## config.mk

```make
export PLATFORM = sky130hd
export DESIGN_NAME = display_scanner
export DESIGN_NICKNAME = d
export VERILOG_FILES = /design/src/rtl/display_pkg.sv /design/src/rtl/display_scanner.sv
export SDC_FILE = /design/constraint.sdc
export NUM_CORES = 1
export LEC_CHECK = 0
export CAP_MARGIN = 20
export CORE_AREA = 2 2 68 70
export DETAILED_ROUTE_END_ITERATION = 6
export DIE_AREA = 0 0 70 72
export HOLD_SLACK_MARGIN = 0.1
export PLACE_DENSITY_LB_ADDON = 0.3
export SYNTH_ARGS = -nofsm -noshare
export SYNTH_HDL_FRONTEND = slang
export SYNTH_SLANG_ARGS = --single-unit
```

## constraint.sdc

```tcl
create_clock -name clock -period 3.4 [get_ports clock]
set_input_delay 0.51 -clock clock [delete_from_list [all_inputs] [get_ports clock]]
set_output_delay 0.51 -clock clock [all_outputs]
set_load 0.02 [all_outputs]
```

## src/rtl/display_pkg.sv

```systemverilog
// Shared definitions for the multiplexed display scanner: FSM states and default timing.
package display_pkg;

  typedef enum logic [1:0] {
    IDLE  = 2'd0,
    BLANK = 2'd1,
    SHOW  = 2'd2
  } scan_state_t;

  localparam int DEF_NUM_DIGITS   = 4;
  localparam int DEF_SLOT_CYCLES  = 50000;
  localparam int DEF_BLANK_CYCLES = 500;

endpackage

```

## src/rtl/display_scanner.sv

```systemverilog
// Time-multiplexed digit scanner: per-slot blanking, anode select, and frame-synchronous
// transfer of newly loaded digit codes into the displayed set.
module display_scanner
  import display_pkg::*;
#(
  parameter int NUM_DIGITS   = DEF_NUM_DIGITS,
  parameter int SLOT_CYCLES  = DEF_SLOT_CYCLES,
  parameter int BLANK_CYCLES = DEF_BLANK_CYCLES
) (
  input  logic                    clock,
  input  logic                    resetn,
  input  logic                    enable,
  input  logic                    load,
  input  logic [2*NUM_DIGITS-1:0] digits_in,
  output logic [1:0]              number,
  output logic [NUM_DIGITS-1:0]   an,
  output logic                    blank,
  output logic                    frame_done,
  output logic                    load_ack
);

  localparam int CW = $clog2(SLOT_CYCLES);
  localparam int IW = $clog2(NUM_DIGITS);
  localparam int DW = 2 * NUM_DIGITS;
  localparam logic [CW-1:0] CNT_LAST  = CW'(SLOT_CYCLES - 1);
  localparam logic [CW-1:0] CNT_BLANK = CW'(BLANK_CYCLES);
  localparam logic [IW-1:0] IDX_LAST  = IW'(NUM_DIGITS - 1);

  scan_state_t           state, state_n;
  logic [CW-1:0]         cnt, cnt_n;
  logic [IW-1:0]         idx, idx_n;
  logic [DW-1:0]         active, active_n;
  logic [DW-1:0]         shadow, shadow_n;
  logic                  pending, pending_n;
  logic                  boundary;
  logic [NUM_DIGITS-1:0] an_n;
  logic [1:0]            number_n;
  logic                  blank_n;
  logic                  ack_n;

  always_ff @(posedge clock or negedge resetn) begin
    if (!resetn) begin
      state      <= IDLE;
      cnt        <= '0;
      idx        <= '0;
      active     <= '0;
      shadow     <= '0;
      pending    <= 1'b0;
      an         <= '1;
      number     <= 2'b00;
      blank      <= 1'b1;
      frame_done <= 1'b0;
      load_ack   <= 1'b0;
    end else begin
      state      <= state_n;
      cnt        <= cnt_n;
      idx        <= idx_n;
      active     <= active_n;
      shadow     <= shadow_n;
      pending    <= pending_n;
      an         <= an_n;
      number     <= number_n;
      blank      <= blank_n;
      frame_done <= boundary;
      load_ack   <= ack_n;
    end
  end

  always_comb begin
    state_n  = IDLE;
    cnt_n    = '0;
    idx_n    = '0;
    boundary = 1'b0;
    // Leaving IDLE is treated as a frame start so pending codes show immediately.
    if (enable) begin
      if (state == IDLE) begin
        boundary = 1'b1;
      end else if (cnt == CNT_LAST) begin
        boundary = (idx == IDX_LAST);
        idx_n    = (idx == IDX_LAST) ? '0 : idx + 1'b1;
      end else begin
        cnt_n = cnt + 1'b1;
        idx_n = idx;
      end
      state_n = (cnt_n < CNT_BLANK) ? BLANK : SHOW;
    end

    shadow_n  = load ? digits_in : shadow;
    pending_n = pending | load;
    active_n  = active;
    ack_n     = 1'b0;
    // A load on the boundary edge bypasses the shadow and wins over an older pending value.
    if (boundary) begin
      pending_n = 1'b0;
      ack_n     = load | pending;
      if (load)         active_n = digits_in;
      else if (pending) active_n = shadow;
    end

    an_n     = '1;
    number_n = 2'b00;
    for (int k = 0; k < NUM_DIGITS; k++) begin
      if (idx_n == IW'(k)) begin
        number_n = active_n[2*k +: 2];
        if (state_n == SHOW) an_n[k] = 1'b0;
      end
    end
    blank_n = (state_n != SHOW);
  end

endmodule

```

; Word-level counts from Yosys, hierarchy flattened
; Index checks and enable logic that the tools add are counted.
[op_classes]
eq_ne = 7
bitwise_logic = 1
order_cmp = 1
muxes = 27
n_addsub = 2
n_reduce_logical = 2
[ops]
columns = op, count
row1 = two-way mux 16 bit, 4
row2 = two-way mux 8 bit, 3
row3 = two-way mux 2 bit, 10
row4 = adder 16 x 1 -> 16 bit (second input constant), 1
row5 = equality test 16 bit (second input constant), 1
row6 = < comparator 16 x 9 -> 1 bit (second input constant), 1
row7 = two-way mux 1 bit, 10
row8 = equality test 2 bit (second input constant), 4
row9 = logical NOT 2 bit, 2
row10 = adder 2 x 1 -> 2 bit (second input constant), 1
row11 = equality test 2 x 1 -> 1 bit (second input constant), 1
row12 = != test 2 bit (second input constant), 1
row13 = OR 1 bit, 1
[totals]
elab_cells = 51
regBits = 46
in_bits = 12
out_inout_bits = 9

; Logic depth before layout (Yosys ltp)
; Gate-level depths: netlist (run 1).
[depth]
depth_word = 10
mapped_depth = 10
depth_no_buf = 9

; Least setup slack after synthesis (run 1)
; No wires, ideal clock.
[synth_path]
path_kind = register to register
from = reg cnt[10]
to = reg number[1]
arrival_time_ns = 2.537
t_required_ns = 3.269
path_buffers = 1
setup_ns = 0.131
stages_incl_launch_ff = 10
path_slack_ns = 0.731
synth_period_minus_slack_ns = 2.669
cell_sequence = dfrtp_1 > or4_1 > or4_4 > buf_6 > a21oi_4 > o21ai_4 > inv_6 > mux2_1 > nor4_1 > nor4_1
[synth_via]
word_cells_on_any_way = 16
cone_classes = eq/ne (4) / mux (11) / reduce/logical (1)
[synth_lines]
columns = item, line
row1 = start: declaration, display_scanner.sv:30  ; logic [CW-1:0] cnt, cnt_n;
row2 = start signal: assignment, display_scanner.sv:56  ; cnt <= cnt_n;
row3 = equality test 16 bit, display_scanner.sv:78  ; end else if (cnt == CNT_LAST) begin
row4 = two-way mux 1 bit, display_scanner.sv:78
row5 = two-way mux 1 bit, display_scanner.sv:76  ; if (state == IDLE) begin
row6 = two-way mux 1 bit, display_scanner.sv:75  ; if (enable) begin
row7 = named net boundary, display_scanner.sv:35  ; logic boundary;
row8 = two-way mux 8 bit, display_scanner.sv:93  ; if (boundary) begin
row9 = named net active_n[7], display_scanner.sv:32  ; logic [DW-1:0] active, active_n;
row10 = two-way mux 2 bit, display_scanner.sv:103  ; if (idx_n == IW'(k)) begin
row11 = named net number_n[1], display_scanner.sv:37  ; logic [1:0] number_n;
row12 = end signal: assignment, display_scanner.sv:62  ; number <= number_n;
row13 = end: declaration, display_scanner.sv:15  ; output logic [1:0] number,
; The timed path passes the listed nets, and every way through them passes these cells.
; A chain may end at the register's enable or synchronous reset.

; Final worst setup path (run 1)
; Ends and elaborated chain as after synthesis.

==> qor.csv, run 1 <==
stage;metric;value;unit
route;first_pass_iters;4;
clock_network;clock_sinks;46;
sta;fin_crit_sh;83.05;%
grt;grt.total_usage;18.08;%
setup_path;crit_chain;or4_1 > or4_4 > a21oi_4 > o21ai_4 > inv_6 > mux2_1 > nor4_1 > nor4_1;
route;via_count;1561;
logic_synthesis;synth_ff_type;dfrtp_1;
logic_synthesis;syn_inst;211;
cells_and_area;areaGrowthSynthToFinish;14.59;%
sta;worst_slew_pin_slew;724.6;ps
setup_path;cp-end-kind;flip-flop;
place;numPortBuffers;20;
grt;grt_pass1_vias;1558;
grt;grt_use_met2;30.37;%
clock_network;ctsLongestPathBuffers;2;
route;drt_iter0_markers;67;
sta;rsz0062_at_grt;no;
logic_synthesis;ys_warn_count;0;
die;start_util;53.29;%
route;final_antenna_net_count;0;
sta;max_freq;354.1;MHz
sta;finalHoldViolations;0;
power_and_ir_drop;ir_drop;0.1695;mV
place;place.gp.congestion;0.8214;
die;dieArea;5040;um2
grt;grtUsageMet1;22.88;%
cells_and_area;register_area;1157;um2
clock_network;cts_tree;built;
logic_synthesis;synth_edf_count;0;
clock_network;root_buffer;clkbuf_8;
setup_path;crit_family;simple AND/OR/NAND/NOR gates;
setup_path;cpMostUsedCell;nor4_1;
clock_network;insertion_delay;300;ps
place;place_inst;274;
worst_hold_path;hold_path_class;flip-flop to flip-flop;
job;cap_violations;0;
setup_path;path_class;flip-flop to flip-flop;
power_and_ir_drop;power.density;434.1;nW/um2
grt;antenna_found_initial;0;
die;die_width;70;um
logic_synthesis;syn_area;2272;um2
logic_synthesis;yosys-top-cells-area;dfrtp_1 45%, dfstp_2 5.8%, mux2_2 4.5%;
logic_synthesis;async_flop_share;100.0;%
worst_hold_path;min_path_cells;1;
cells_and_area;final_layout_size_suffix_gt1_share;15.09;%
setup_path;startpoint_type;flip-flop;
setup_path;critPathSlowestCell;or4_4;
die;die_h;72;um
grt;use_met3;3.056;%
setup_path;required;3590;ps
sta;min_period;2824;ps
setup_path;reg2reg_depth;8;
setup_path;cp.arrival;3010;ps
place;post_dp_cell_area;2464;um2
clock_network;cts-htree-levels;2;
grt;grt_max_degree;47;
die;core_region_area;4264;um2
clock_network;cts_setup_buffers;0;
logic_synthesis;synth_seq_cells;46;
route;wl_per_cell;14.52;um
clock_network;numCtsBuffers;5;
sta;relSlewSlack;51.59;%
cells_and_area;antenna_cells;0;
die;ioPinCount;21;
grt;grt-ovfl-total;0;
cells_and_area;post_layout_nonfiller_instances;284;
logic_synthesis;ys_seq_area_share;50.94;%
power_and_ir_drop;leakage;1.089;nW
sta;fin_skew;10.12;ps
power_and_ir_drop;power;1.130;mW
sta;setup_viol;0;
setup_path;worst-path-stages;8;
cells_and_area;fillCellCount;380;
setup_path;cpPeakStageDelay;580;ps
cells_and_area;finalInstanceArea;2604;um2
sta;tns;0;ps
setup_path;path_buf_inv;1;
grt;grt_pass1_wl;7093;um
route;drt_wl_total;4124;um
die;rows;24;
cells_and_area;fin_nets;245;
logic_synthesis;yosysTopAreaCellShare;45.15;%
cells_and_area;multi_input_area;999.7;um2
logic_synthesis;synth_cell_types;56;
run_status;status;finished clean;
logic_synthesis;synth.largest_area_cell;dfrtp_1;
logic_synthesis;synth_nets;225;
sta;slew_viol_final;0;
logic_synthesis;synth.avg_cell_area;10.77;um2
setup_path;critical_path.max_fanout;8;
grt;top_usage_layer;met2;
route;drc;0;
place;dpl.hpwl;2893;um
clock_network;clkTransAtPathRegs;90;ps
route;routed_via_density;5.496;
-- synthesized netlist by cell type (3+ instances only) --
| cell | count |
|---|---|
| and2_1 | 3 |
| a2bb2oi_1 | 3 |
| or3_1 | 4 |
| mux2i_1 | 5 |
| nor2_1 | 24 |
| clkbuf_1 | 4 |
| dfrtp_1 | 41 |
| nor4_1 | 4 |
| mux2_2 | 9 |
| a21oi_1 | 5 |
| nand3_1 | 10 |
| nand2_1 | 13 |
| nand4_1 | 3 |
| xnor2_1 | 6 |
| a211oi_1 | 3 |
| o21ai_0 | 4 |
| inv_1 | 8 |
| xor2_1 | 8 |
| dfstp_2 | 5 |
-- path summary, 6_finish.rpt --
kind,start,to,slack (ps)
setup / recovery,cnt[10],number[1],580
hold / removal,active[7],active[7],500
setup reg to reg,cnt[10],number[1],580
hold reg to reg,active[7],active[7],500
max in group asynchronous,resetn,an[3],2370
min in group asynchronous,resetn,shadow[7],540
-- layout make-up --
type | count | area share (%)
clock buffer | 6 | 2.787
multi-input combinational | 146 | 38.39
clock inverter | 2 | 1.442
inverter | 9 | 1.490
sequential | 46 | 44.45
tap | 52 | 2.499
timing repair buffer | 23 | 8.938
-- routing by layer --
layer / share of wire (%) / wire length, um / up-vias
li1: - / - / 780
met1: 45 / 1873 / 749
met2: 49 / 2017 / 22
met3: 3.2 / 130 / 10
met4: 2.5 / 103 / 0
met5: 0 / 0 / -
-- stage by stage --
stage	util (%)	setup WS [ps]	hold slack (ps)
after detailed placement	57.78	565.1	475.6
final	61.06	576.3	496.9
after global placement	57.78	632.2	471.3
after floorplan	-	731.3	214.4
after global routing	61.06	402.1	514.5
after CTS	60.36	564.0	398.3
-- kinds of logic (layout without fill, tap and decap cells) --
group | Yosys count | after routing | synth area share (%)
muxes | 15 | 15 | 7.159
and+or+nand+nor | 81 | 81 | 18.78
AOI/OAI and AO/OA | 34 | 34 | 11.56
buffers and inverters | 19 | 40 | 5.066
DFF | 46 | 46 | 50.94
xor gates and xnor gates | 14 | 14 | 5.397
adders and majority gates | 2 | 2 | 1.101
-- what timing repair did --
action                                 in CTS  in global routing
resized for setup                           0                  0
hold buffers                                0                  1
endpoints found under the hold margin       0                  3
-- power breakdown --
| part | internal (mW) | switching (mW) | total, mW |
|---|---|---|---|
| sequential | 0.586 | 0.0151 | 0.601 |
| combinational | 0.0611 | 0.0615 | 0.123 |
| clock | 0.219 | 0.187 | 0.406 |
-- sequential cells by signal, summed over array words and instances, names as in the netlist, 2 cells and up --
signal,count
an,4
shadow,8
number,2
cnt,16
state,2
idx,2
active,8
-- layout by cell type, fill, tap and decap left out, types with 2 or more instances in the layout --
| cell type | count |
|---|---|
| dfrtp_1 | 41 |
| nor2_1 | 24 |
| clkdlybuf4s50_1 | 19 |
| nand2_1 | 13 |
| nand3_1 | 10 |
| mux2_2 | 9 |
| inv_1 | 8 |
| xor2_1 | 8 |
| xnor2_1 | 6 |
| mux2i_1 | 5 |
| a21oi_1 | 5 |
| dfstp_2 | 5 |
| clkbuf_8 | 5 |
| o21ai_0 | 4 |
| or3_1 | 4 |
| nor4_1 | 4 |
| a2bb2oi_1 | 3 |
| a211oi_1 | 3 |
| and2_1 | 3 |
| nand4_1 | 3 |
| or2_2 | 2 |
| nand4b_1 | 2 |
| o22ai_1 | 2 |
| o211ai_1 | 2 |
| nor3_1 | 2 |
| nand2b_1 | 2 |
| and4_1 | 2 |
| nor3b_1 | 2 |
| o21a_1 | 2 |
| ha_1 | 2 |
Note: power is estimated with default switching activity, not from simulation.
==> run 2, diff against run 1 <==
- clock period: 3.4 -> 2.9 ns (I/O delays scaled with it)
==> run 2 against run 1 <==
- die area stayed put
- clock power shrank 4%
- via count up 3.8%
- sequential power up 17%
- flip-flop and latch count unchanged
- wire length up 2.3%
- clock skew shrank 1.9 ps
- first-iteration DRC count unchanged
- sequential share of layout area is 0.15 points lower
- worst setup slack lost 350 ps
- core utilization increased by 0.21 points
- critical path type unchanged
==> qor.csv, run 2 (synthesis results as in run 1) <==
stage;metric;value;unit
grt;grt_pass1_vias;1537;
setup_path;cp.arrival;2840;ps
setup_path;r2r-end;number[0];
place;post_dp_cell_area;2486;um2
place;place_inst;277;
grt;grt-ovfl-total;0;
clock_network;clock_sinks;46;
worst_hold_path;hold_path_class;input pin to async pin;
setup_path;r2r-start;cnt[10];
setup_path;cpMostUsedCell;mux2i_1;
die;core_region_area;4264;um2
route;via_count;1620;
setup_path;critPathSlowestCell;or4_4;
grt;grt_pass1_wl;7210;um
sta;fin_crit_sh;92.12;%
sta;fin_skew;8.253;ps
sta;setup_viol;0;
sta;tns;0;ps
place;place.gp.congestion;0.8003;
setup_path;path_class;flip-flop to flip-flop;
grt;grt.total_usage;18.36;%
setup_path;startpoint_type;flip-flop;
cells_and_area;register_area;1157;um2
die;dieArea;5040;um2
cells_and_area;top_regs;cnt: 16 flops, active: 8 flops, shadow: 8 flops;
setup_path;cp-end-kind;flip-flop;
route;routed_via_density;5.645;
power_and_ir_drop;power;1.242;mW
die;die_h;72;um
clock_network;numCtsBuffers;5;
cells_and_area;regMostFlops;cnt;
cells_and_area;fin_nets;248;
clock_network;cts_tree;built;
cells_and_area;areaGrowthSynthToFinish;14.98;%
route;drc;0;
sta;max_freq;374.3;MHz
setup_path;crit_family;simple AND/OR/NAND/NOR gates;
setup_path;path_buf_inv;1;
power_and_ir_drop;leakage;1.097;nW
cells_and_area;antenna_cells;0;
route;drt_wl_total;4219;um
cells_and_area;fillCellCount;351;
clock_network;cts_setup_buffers;0;
route;drt_iter0_markers;67;
place;dpl.hpwl;3045;um
setup_path;crit_chain;or4_1 > or4_4 > a21oi_4 > o21ai_4 > inv_6 > mux2_2 > mux2i_1 > mux2i_1;
place;numPortBuffers;20;
route;final_antenna_net_count;0;
cells_and_area;largest_register_ffs;16;
sta;relSlewSlack;72.41;%
clock_network;clkTransAtPathRegs;90;ps
die;ioPinCount;21;
cells_and_area;layout_common_cells;41 x dfrtp_1, 24 x nor2_1, 19 x clkdlybuf4s50_1;
route;first_pass_iters;4;
cells_and_area;final_common_cell;dfrtp_1;
die;die_width;70;um
grt;antenna_found_initial;0;
grt;grt_max_degree;47;
setup_path;reg2reg_depth;8;
clock_network;insertion_delay;300;ps
cells_and_area;finalInstanceArea;2613;um2
setup_path;required;3070;ps
die;rows;24;
sta;finalHoldViolations;0;
sta;worst_slew_pin_slew;402.4;ps
cells_and_area;multi_input_area;1006;um2
die;start_util;53.29;%
power_and_ir_drop;ir_drop;0.2276;mV
sta;rsz0062_at_grt;no;
cells_and_area;post_layout_nonfiller_instances;287;
route;wl_per_cell;14.70;um
sta;min_period;2672;ps
setup_path;critical_path.max_fanout;8;
power_and_ir_drop;power.density;475.6;nW/um2
sta;slew_viol_final;0;
cells_and_area;final_layout_size_suffix_gt1_share;17.02;%
setup_path;cpPeakStageDelay;570;ps
setup_path;r2r_slack;230;ps
clock_network;ctsLongestPathBuffers;2;
clock_network;cts-htree-levels;2;
clock_network;root_buffer;clkbuf_8;
setup_path;worst-path-stages;8;
job;cap_violations;0;
run_status;status;finished clean;
==> run 2: cell type report <==
type | instances | area share (%)
multi-input cells | 146 | 38.51
well taps | 52 | 2.490
clock buffers | 5 | 2.634
flip-flops and latches | 46 | 44.30
clock inverters | 3 | 0.8142
repair buffers | 26 | 9.770
inverters | 9 | 1.485
==> run 2: metrics by stage <==
stage          hold WS (ps)  utilization [%]  setup WS [ps]
6_report              462.6            61.27          228.5
3_3_place_gp          469.5            58.30          246.6
3_5_place_dp          488.1            58.30          212.1
5_1_grt               468.5            61.27          74.41
2_1_floorplan         139.4                -          231.3
4_1_cts               319.0            60.42          163.1
==> run 2: where the power goes <==
part           internal [mW]  switching, mW  total [mW]
clock network          0.169          0.220       0.389
registers              0.687         0.0177       0.705
logic                 0.0731         0.0753       0.148
==> run 2: repair_timing <==
item | in CTS | in global routing
hold buffers | 0 | 1
endpoints found under the hold margin | 0 | 3
setup endpoints to repair | 0 | 1
gates resized for setup | 0 | 1
==> run 2: how the worst max path moves through the flow <==
stage,from,to
CTS,cnt[10],number[1]
finish,cnt[10],number[0]
detailed placement,cnt[10],number[1]
global route,cnt[10],number[1]
global placement,cnt[10],number[1]
floorplan,cnt[10],number[1]
==> run 2: layer usage <==
layer	GRT usage [%]	wire length, um
met1	23.37	1912
met2	31.53	2111
met3	4.167	139
met4	5.769	55
met5	0	0
